`src/rtl/clk_enable_gen.sv`:
```
// clk_enable_gen: multi-channel programmable clock-enable generator.
// Each channel emits a one-cycle ce_out strobe every N+1 system clocks.
// A new divisor is held in a shadow register and only takes effect at the
// channel's terminal count, so no period is ever truncated or stretched.
// sync_restart zeroes every channel counter in the same cycle, which
// phase-aligns all channels.
// Optional feature macro: CLKDIV_SQUARE_OUT_EN adds a per-channel toggle
// flop on sq_out with 50% duty. When the macro is undefined, sq_out is
// tied low.

module clk_enable_gen #(
    parameter int NUM_CH    = 2,
    parameter int DIV_W     = 8,
    parameter int RESET_DIV = 1
) (
    input  logic                    clk,
    input  logic                    rst,
    input  logic [NUM_CH*DIV_W-1:0] div_val,
    input  logic [NUM_CH-1:0]       div_load,
    input  logic                    sync_restart,
    output logic [NUM_CH-1:0]       ce_out,
    output logic [NUM_CH-1:0]       sq_out,
    output logic [NUM_CH-1:0]       pending
);

    localparam logic [DIV_W-1:0] RESET_DIV_C = DIV_W'(RESET_DIV);
    localparam logic [DIV_W-1:0] CNT_ZERO_C  = DIV_W'(0);
    localparam logic [DIV_W-1:0] CNT_ONE_C   = DIV_W'(1);

    genvar ch;
    generate
        for (ch = 0; ch < NUM_CH; ch = ch + 1) begin : g_ch
            logic [DIV_W-1:0] cnt_r;
            logic [DIV_W-1:0] act_r;
            logic [DIV_W-1:0] shd_r;
            logic             pend_r;
            logic             ce_r;
            logic [DIV_W-1:0] cnt_nxt_s;
            logic [DIV_W-1:0] act_nxt_s;
            logic [DIV_W-1:0] shd_nxt_s;
            logic             pend_nxt_s;
            logic             ce_nxt_s;
            logic [DIV_W-1:0] div_slice_s;
            logic             wrap_s;

            assign div_slice_s = div_val[ch*DIV_W +: DIV_W];
            // Terminal count; cnt never exceeds act, so equality is sufficient.
            assign wrap_s      = (cnt_r == act_r);

            // Next-state logic: restart, terminal-count wrap with divisor swap, shadow load.
            always_comb begin
                cnt_nxt_s  = cnt_r;
                act_nxt_s  = act_r;
                shd_nxt_s  = shd_r;
                pend_nxt_s = pend_r;
                ce_nxt_s   = 1'b0;
                if (sync_restart) begin
                    cnt_nxt_s  = CNT_ZERO_C;
                    ce_nxt_s   = 1'b0;
                    pend_nxt_s = 1'b0;
                    if (div_load[ch]) begin
                        // A fresh value on the restart edge bypasses the shadow.
                        act_nxt_s = div_slice_s;
                        shd_nxt_s = div_slice_s;
                    end else if (pend_r) begin
                        act_nxt_s = shd_r;
                    end else begin
                        act_nxt_s = act_r;
                    end
                end else begin
                    if (wrap_s) begin
                        cnt_nxt_s = CNT_ZERO_C;
                        ce_nxt_s  = 1'b1;
                        if (pend_r) begin
                            // The old shadow value is applied; a load in this same
                            // cycle stays pending until the following wrap.
                            act_nxt_s  = shd_r;
                            pend_nxt_s = 1'b0;
                        end else begin
                            act_nxt_s = act_r;
                        end
                    end else begin
                        cnt_nxt_s = cnt_r + CNT_ONE_C;
                        ce_nxt_s  = 1'b0;
                    end
                    if (div_load[ch]) begin
                        shd_nxt_s  = div_slice_s;
                        pend_nxt_s = 1'b1;
                    end else begin
                        shd_nxt_s = shd_r;
                    end
                end
            end

            // Channel state registers with asynchronous reset to the boot divisor.
            always_ff @(posedge clk or posedge rst) begin
                if (rst) begin
                    cnt_r  <= CNT_ZERO_C;
                    act_r  <= RESET_DIV_C;
                    shd_r  <= RESET_DIV_C;
                    pend_r <= 1'b0;
                    ce_r   <= 1'b0;
                end else begin
                    cnt_r  <= cnt_nxt_s;
                    act_r  <= act_nxt_s;
                    shd_r  <= shd_nxt_s;
                    pend_r <= pend_nxt_s;
                    ce_r   <= ce_nxt_s;
                end
            end

            assign ce_out[ch]  = ce_r;
            assign pending[ch] = pend_r;

`ifdef CLKDIV_SQUARE_OUT_EN
            logic sq_r;
            logic sq_nxt_s;

            // Square-wave next state: cleared on restart, toggled at every wrap.
            always_comb begin
                sq_nxt_s = sq_r;
                if (sync_restart) begin
                    sq_nxt_s = 1'b0;
                end else if (wrap_s) begin
                    sq_nxt_s = ~sq_r;
                end else begin
                    sq_nxt_s = sq_r;
                end
            end

            // Square-wave toggle flop, edge-aligned with ce_out.
            always_ff @(posedge clk or posedge rst) begin
                if (rst) begin
                    sq_r <= 1'b0;
                end else begin
                    sq_r <= sq_nxt_s;
                end
            end

            assign sq_out[ch] = sq_r;
`else
            assign sq_out[ch] = 1'b0;
`endif
        end
    endgenerate

endmodule

```
`config.mk`:
```
export PLATFORM = sky130hd
export DESIGN_NAME = clk_enable_gen
export DESIGN_NICKNAME = d
export VERILOG_FILES = /design/src/rtl/clk_enable_gen.sv
export SDC_FILE = /design/constraint.sdc
export NUM_CORES = 1
export LEC_CHECK = 0
export CELL_PAD_IN_SITES_DETAIL_PLACEMENT = 0
export CELL_PAD_IN_SITES_GLOBAL_PLACEMENT = 2
export CORE_ASPECT_RATIO = 0.8
export CORE_MARGIN = 3
export CORE_UTILIZATION = 38
export DETAILED_ROUTE_END_ITERATION = 6
export PLACE_DENSITY = 0.82
export SYNTH_ARGS = -nofsm -noshare
export SYNTH_HDL_FRONTEND = slang
export SYNTH_SLANG_ARGS = --single-unit
```
`constraint.sdc`:
```
create_clock -name clk -period 1.9 [get_ports clk]
set_clock_uncertainty 0.1 [all_clocks]
set_input_delay 0.285 -clock clk [delete_from_list [all_inputs] [get_ports clk]]
set_output_delay 0.285 -clock clk [all_outputs]
set_load 0.1 [all_outputs]
```
* After elaboration in Yosys (flattened, before gate mapping)
Index checks and enable logic that the tools add are counted.
** Storage, ports and cells
- Bits in read-only memories :: 0
- Flip-flop bits (word level) :: 52
- Output and inout bits :: 6
- Memory bits (writable) :: 0
- Input bits :: 21
- Memories :: 0
- Word-level logic and storage cells :: 40
- Latch bits :: 0
** Operators by class
- Add/subtract/negate cells :: 2
- Magnitude comparators :: 0
- Equal/unequal tests :: 2
- Multiplexer cells :: 22
- Multiply operators :: 0
- Divide/modulo/power cells :: 0
- Bitwise gates (word level) :: 0
- Reductions and logical operators :: 4
- Shift-type cells :: 0
** Operators with widths (count)
- $mux W8 :: 12
- $add A8 B1 Y8 const B :: 2
- $eq A8 B8 Y1 :: 2
- $mux W1 :: 10
- $reduce_bool A3 Y1 :: 2
- $reduce_bool A2 Y1 :: 2

* Longest topological paths before layout
Gate-level depths: netlist (run 1).
- Word-level depth :: 4
- Gate-level depth with buffers :: 6
- Mapped depth without buffers :: 5

* Worst setup path after synthesis (run 1)
OpenSTA, ideal clock, no wires.
- Path kind :: register -> register
- Start point :: reg g_ch[1].cnt_r[3]
- End point :: reg g_ch[1].act_r[1]
- Required time :: 1669 ps
- Arrival time :: 1343 ps
- Buffers on the path :: 1
- Cell stages (with the launch flop) :: 6
- Setup time :: 131 ps
- Period minus slack after synthesis :: 1573 ps
- Setup slack :: 327 ps
- Path through :: dfrtp_1 -> xor2_1 -> nor4_2 -> a21o_4 -> buf_8 -> a211oi_2
** On the way
- Longest elaborated chain between the ends :: 2
** RTL lines
- start, declared :: RTL line 33 : logic [DIV_W-1:0] cnt_r;
- start signal, assigned :: RTL line 104 : cnt_r <= cnt_nxt_s;
- $eq A8 B8 Y1 :: RTL line 48 : assign wrap_s = (cnt_r == act_r);
- $reduce_bool A2 Y1 (no source line)
- end signal, assigned :: RTL line 105 : act_r <= act_nxt_s;
- end, declared :: RTL line 34 : logic [DIV_W-1:0] act_r;
No other way between the ends.
A chain may end at the register's enable or synchronous reset.

* Final worst setup path (run 1)
- Start point :: reg g_ch[0].act_r[0]
- End point :: reg g_ch[0].act_r[5]
** On the way
- Longest elaborated chain between the ends :: 2
** RTL lines (RTL line)
- start, declared :: 34
- start signal, assigned :: 105
- $eq A8 B8 Y1 :: 48
- $reduce_bool A2 Y1 (no source line)
No other way between the ends.

==> results of run 1 <==
[sequential cells by signal, summed over array words and instances, names as in the netlist]
register / cells
g_ch.pend_r: 2
g_ch.ce_r: 2
g_ch.act_r: 16
g_ch.cnt_r: 16
g_ch.shd_r: 16
[power by group]
group | switching, mW | internal (mW) | total [mW]
Sequential | 0.105 | 1.23 | 1.33
Clock | 0.368 | 0.392 | 0.760
Combinational | 0.256 | 0.253 | 0.509
Total | 0.729 | 1.87 | 2.60
[path summary, 6_finish.rpt]
kind	cells after the start	slack [ps]	endpoint
max	4	210	g_ch[0].act_r[5]
min	3	230	g_ch[1].act_r[5]
max reg2reg	4	210	g_ch[0].act_r[5]
min reg2reg	1	410	g_ch[0].shd_r[4]
max in group asynchronous	3	1170	g_ch[0].act_r[0]
min in group clk	1	410	g_ch[0].shd_r[4]
[through the flow]
| stage | hold WS, ps | total power, mW | std cells | area [µm²] | utilization, % |
|---|---|---|---|---|---|
| after floorplan | 337 | 1.73 | 228 | 2650 | - |
| after global placement | 381 | 1.86 | 329 | 2950 | 45.0 |
| after detailed placement | 388 | 1.87 | 329 | 2950 | 45.0 |
| after CTS | 244 | 2.63 | 337 | 3060 | 46.6 |
| after global routing | 276 | 2.74 | 337 | 3060 | 46.6 |
| final | 234 | 2.60 | 337 | 3060 | 46.6 |
[cells in the mapped netlist (all sizes together) (5+ instances only)]
cell type   n
buf        13
xor2       17
dfrtp      48
a2bb2oi     8
nand3b      8
nand3       7
inv         5
xnor2      11
nor2       17
o22ai       8
o21ai      10
a211oi     16
nor3        9
mux2       16
nand2       5
[routing by layer]
metal | wire length (µm) | vias to the layer above | part of all wire, %
met5 | 0 | - | 0
met4 | 56 | 0 | 1.1
met3 | 158 | 5 | 3.0
met2 | 1970 | 24 | 38
met1 | 3040 | 825 | 58
li1 | - | 855 | -
[critical path, cell delays in order (launching register included)]
cell and delay, ps:
dfstp_2 550, xnor2_1 110, nand4_1 250, o31ai_4 420
a2bb2oi_1 190
[final cells by class]
type                            instances  area [µm²]  share of cell area, %
Clock buffer                            6        72.6                   2.37
Multi-Input combinational cell        153        1170                   38.3
Timing Repair Buffer                   35         350                   11.4
Clock inverter                          2        35.0                   1.14
Inverter                                5        18.8                  0.613
Tap cell                               84         105                   3.43
Sequential cell                        52        1310                   42.7
[cells by family (layout without fill, tap and decap cells)]
group / after synthesis / after routing / share of synthesized area [%]
compound gates: 48 / 48 / 15.3
xor+xnor: 28 / 28 / 9.28
fa+ha+maj: 2 / 2 / 0.946
buf+inv: 23 / 48 / 6.34
flops: 52 / 52 / 49.4
mux: 16 / 16 / 6.81
other cells: 1 / 2 / 0.142
simple gates: 57 / 57 / 11.8
==> results.json, run 1 <==
{
  "endpoint_kind": "register",
  "power.density_nw_per_um2": 850,
  "antenna_cells": 0,
  "period_share_pct": 88.8,
  "portBuffers": 24,
  "start_util_pct": 40.2,
  "arrival_ps": 1810,
  "setup_ws_ps": 213,
  "hpwlAfterDp_mm": 3.63,
  "ys_top_cells_by_area": "dfrtp_1 45%, mux2_2 6.8%, xor2_1 5.6%, dfstp_2 4.0%, a211oi_2 3.8%",
  "cts_buffers": 5,
  "p_leak_nw": 1.26,
  "dieWidth_um": 99.3,
  "drive_gt1_share_pct": 23.7,
  "timing.rr.start": "g_ch[0].act_r[0]",
  "grt_util_met3_pct": 2.69,
  "areaGrowthSynthToFinish_pct": 15.8,
  "grt_pass1_vias": 1723,
  "yosysTopAreaCell": "dfrtp_1",
  "path_clk_slew_ps": 100,
  "maxSlewViolCount": 0,
  "async_flop_share_pct": 100,
  "ant_nets": 0,
  "ys_seq_elements": 52,
  "routabilityCongestion": 0.708,
  "post_cts_resized": 0,
  "crit_fanout": 8,
  "row_count": 26,
  "drt_wl_total_mm": 5.23,
  "status": "completed",
  "setup_tns_ps": 0,
  "peakVddDrop_mv": 0.343,
  "ys_types": 37,
  "dpl_worst_slack_ps": 47.3,
  "cap_violations": 0,
  "synth_top_area_share_pct": 45.4,
  "busiest_layer": "met1",
  "nets": 275,
  "postCtsSetupBuffers": 0,
  "ctsHoldBuffers": 0,
  "drtIter0Drc": 39,
  "synth_ff_type": "dfrtp_1",
  "start_kind": "register",
  "grt_max_degree": 53,
  "core_um2": 6570,
  "root_buffer": "clkbuf_8",
  "cts_max_level": 2,
  "rsz0062_at_grt": "no",
  "min_period_ps": 1690,
  "clockBufferDepth": 2,
  "globalRoute.totalOverflow": 0,
  "netlist_area_um2": 2640,
  "grtUsageMet2_pct": 18.5,
  "final_cell_mix": "48 x dfrtp_1, 20 x clkdlybuf4s50_1, 17 x xor2_1, 17 x nor2_1, 16 x mux2_2",
  "first_pass_iters": 4,
  "num-fill-cells": 635,
  "crit_start": "g_ch[0].act_r[0]",
  "synthCells": 227,
  "synth_edf_count": 0,
  "worstSetupPathType": "reg2reg",
  "drc": 0,
  "dieArea_um2": 8000,
  "grt_usage_pct": 14.2,
  "setup_viol": 0,
  "via_per_inst": 5.07,
  "critPathRequiredTime_ps": 2030,
  "ios": 27,
  "tritoncts": "built",
  "yosysWarnings": 0,
  "seq_area_frac_synth_pct": 49.4,
  "avgSynthCellArea_um2": 11.6,
  "insertion_delay_ps": 310,
  "clock_sinks": 52,
  "final_common_cell": "dfrtp_1",
  "antenna_found_initial": 0,
  "gr-usage-met1_pct": 23.1,
  "wl_per_cell_um": 15.5,
  "hold_viol_final": 0,
  "via_count": 1709,
  "grt_pass1_wl_mm": 9.06,
  "fmax_ghz": 0.593,
  "die_y_um": 80.6,
  "hp-class": "in2async"
}
(Power assumes the default switching activity.)
==> run 2, diff against run 1 <==
==> constraint.sdc (replaced) <==
create_clock -name clk -period 1.6 [get_ports clk]
set_clock_uncertainty 0.1 [all_clocks]
set_input_delay 0.24 -clock clk [delete_from_list [all_inputs] [get_ports clk]]
set_output_delay 0.24 -clock clk [all_outputs]
set_load 0.1 [all_outputs]
==> run 2 against run 1 <==
  * The run now ends with setup timing left
  * Flip-flop and latch count is the same
  * Global-route usage up 0.19 points
  * Clock power is 15% higher
  * Via count increased by 7.8%
  * Hold slack got worse by 160 ps
  * Highest routed layer unchanged
==> results.json, run 2 (synthesis gave the netlist of run 1 again) <==
{
  "status": "complete, but fails checks",
  "failed_checks": "setup timing",
  "hp-class": "in2async",
  "portBuffers": 24,
  "antenna_found_initial": 0,
  "reg_top3": "g_ch.act_r: 16 flops, g_ch.cnt_r: 16 flops, g_ch.shd_r: 16 flops",
  "grt_pass1_vias": 1800,
  "final_cell_mix": "47 x dfrtp_1, 30 x buf_4, 19 x clkdlybuf4s50_1",
  "worstSetupPathType": "reg2reg",
  "rsz0062_at_grt": "yes",
  "first_pass_iters": 4,
  "num-fill-cells": 577,
  "final_common_cell": "dfrtp_1",
  "ctsHoldBuffers": 0,
  "start_kind": "register",
  "grt_pass1_wl_mm": 9.07,
  "hold_viol_final": 0,
  "root_buffer": "clkbuf_8",
  "tritoncts": "built",
  "via_per_inst": 5.06,
  "grt_usage_pct": 14.4,
  "crit_chain": "xor2_1 -> nor4_2 -> buf_4 -> buf_4 -> a21boi_2 -> o21ba_2",
  "start_util_pct": 40.2,
  "ios": 27,
  "crit_top_cell": "buf_4",
  "p_leak_nw": 1.45,
  "crit_family": "flip-flops",
  "p_int_mw": 2.33,
  "pwr-share-clk_pct": 27.1,
  "peakVddDrop_mv": 0.382,
  "setup_ws_ps": -11.6,
  "dieArea_um2": 8000,
  "fmax_ghz": 0.620,
  "ant_nets": 0,
  "crit_fanout": 4,
  "drtIter0Drc": 61,
  "arrival_ps": 1700,
  "min_period_ps": 1610,
  "cts_buffers": 5,
  "core_um2": 6570,
  "path_clk_slew_ps": 90,
  "dp.cells": 353,
  "final_util_pct": 52.2,
  "clockBufferDepth": 2,
  "swShare_pct": 28.0,
  "grt_max_degree": 27,
  "drt_wl_total_mm": 5.40,
  "drc": 0,
  "maxSlewViolCount": 0,
  "max_stage_delay_ps": 430,
  "insertion_delay_ps": 300,
  "nets": 302,
  "period_share_pct": 101,
  "hpwlAfterDp_mm": 3.85,
  "endpoint_kind": "register",
  "areaGrowthSynthToFinish_pct": 29.7,
  "final_cells": 364,
  "cts_max_level": 2,
  "critPathRequiredTime_ps": 1690,
  "setup_viol": 1,
  "antenna_cells": 0,
  "wl_per_cell_um": 14.8,
  "cp_slowest_cell": "dfrtp_1",
  "row_count": 26,
  "comb_power_share_pct": 23.9,
  "setup_tns_ps": -11.6,
  "dieWidth_um": 99.3,
  "routabilityCongestion": 0.751,
  "globalRoute.totalOverflow": 0,
  "die_y_um": 80.6,
  "cap_violations": 0,
  "switching_power_uw": 905,
  "path_buf_inv": 2,
  "power_mw": 3.23,
  "power_frac_seq_pct": 49.0,
  "power.density_nw_per_um2": 943,
  "drive_gt1_share_pct": 37.5,
  "clock_sinks": 52,
  "via_count": 1842
}
-- run 2: cell types whose count changed in the layout (fill, tap and decap cells not counted), sizes merged --
cell	change
clkdlybuf4s50	-1
a21o	+1
buf	+26
dlymetal6s2s	+1
-- run 2: layout make-up --
class	count	area [µm²]	share of cell area, %
multi-input combinational	154	1280	37.2
clock buffer	6	72.6	2.12
clock inverter	2	35.0	1.02
timing repair buffer	61	613	17.9
tap	84	105	3.06
inverter	5	18.8	0.547
sequential	52	1310	38.1
-- run 2: final timing paths --
kind	endpoint	cells after the start	startpoint	slack (ps)
max in group asynchronous	g_ch[1].shd_r[0]	3	rst	840
setup reg to reg	g_ch[1].pend_r	6	g_ch[1].act_r[3]	-10
hold / removal	g_ch[0].shd_r[6]	2	rst	70
min in group clk	g_ch[0].pend_r	2	sync_restart	210
hold reg to reg	g_ch[0].shd_r[4]	1	g_ch[0].shd_r[4]	400
setup / recovery	g_ch[1].pend_r	6	g_ch[1].act_r[3]	-10
-- run 2: power by group through the flow --
stage                     clock [mW]  combinational [mW]  sequential (mW)
after floorplan                    0               0.484             1.57
after detailed placement           0               0.705             1.60
after CTS                      0.911               0.745             1.58
final                          0.877               0.774             1.58
after global routing           0.965               0.840             1.61
after global placement             0               0.689             1.60
-- run 2: through the flow --
step / worst slack (ps) / instance area (µm²) / hold WS [ps]
final: -11.6 / 3430 / 72.5
after global routing: -65.7 / 3430 / 76.9
after CTS: -8.08 / 3360 / 65.4
after detailed placement: -248 / 3180 / 388
after global placement: -204 / 3180 / 379
after floorplan: 8.74 / 2650 / 292
-- run 2: timing repair --
item	in CTS	in global routing
endpoints found under the setup margin	19	31
gates resized for setup	10	13
gates cloned	1	0
setup buffers	2	0
pin swaps	2	1
-- run 2: layer usage --
layer | up-vias | track usage, % | share of wire (%) | wire length (µm)
met5 | - | 0 | 0 | 0
met4 | 0 | 3.68 | 0.50 | 27
met3 | 2 | 2.69 | 5.3 | 284
met2 | 44 | 20.0 | 42 | 2260
met1 | 892 | 22.7 | 52 | 2830
li1 | 904 | - | - | -
==> run 3, diff against run 2 <==
--- a/config.mk
+++ b/config.mk
@@ -10,6 +10,7 @@
 export CORE_ASPECT_RATIO = 0.8
 export CORE_MARGIN = 3
 export CORE_UTILIZATION = 38
+export CTS_CLUSTER_SIZE = 12
 export DETAILED_ROUTE_END_ITERATION = 6
 export PLACE_DENSITY = 0.82
 export SYNTH_ARGS = -nofsm -noshare
==> results of run 3 <==
The final DEF is identical to that of run 2; final timing and power are the same.
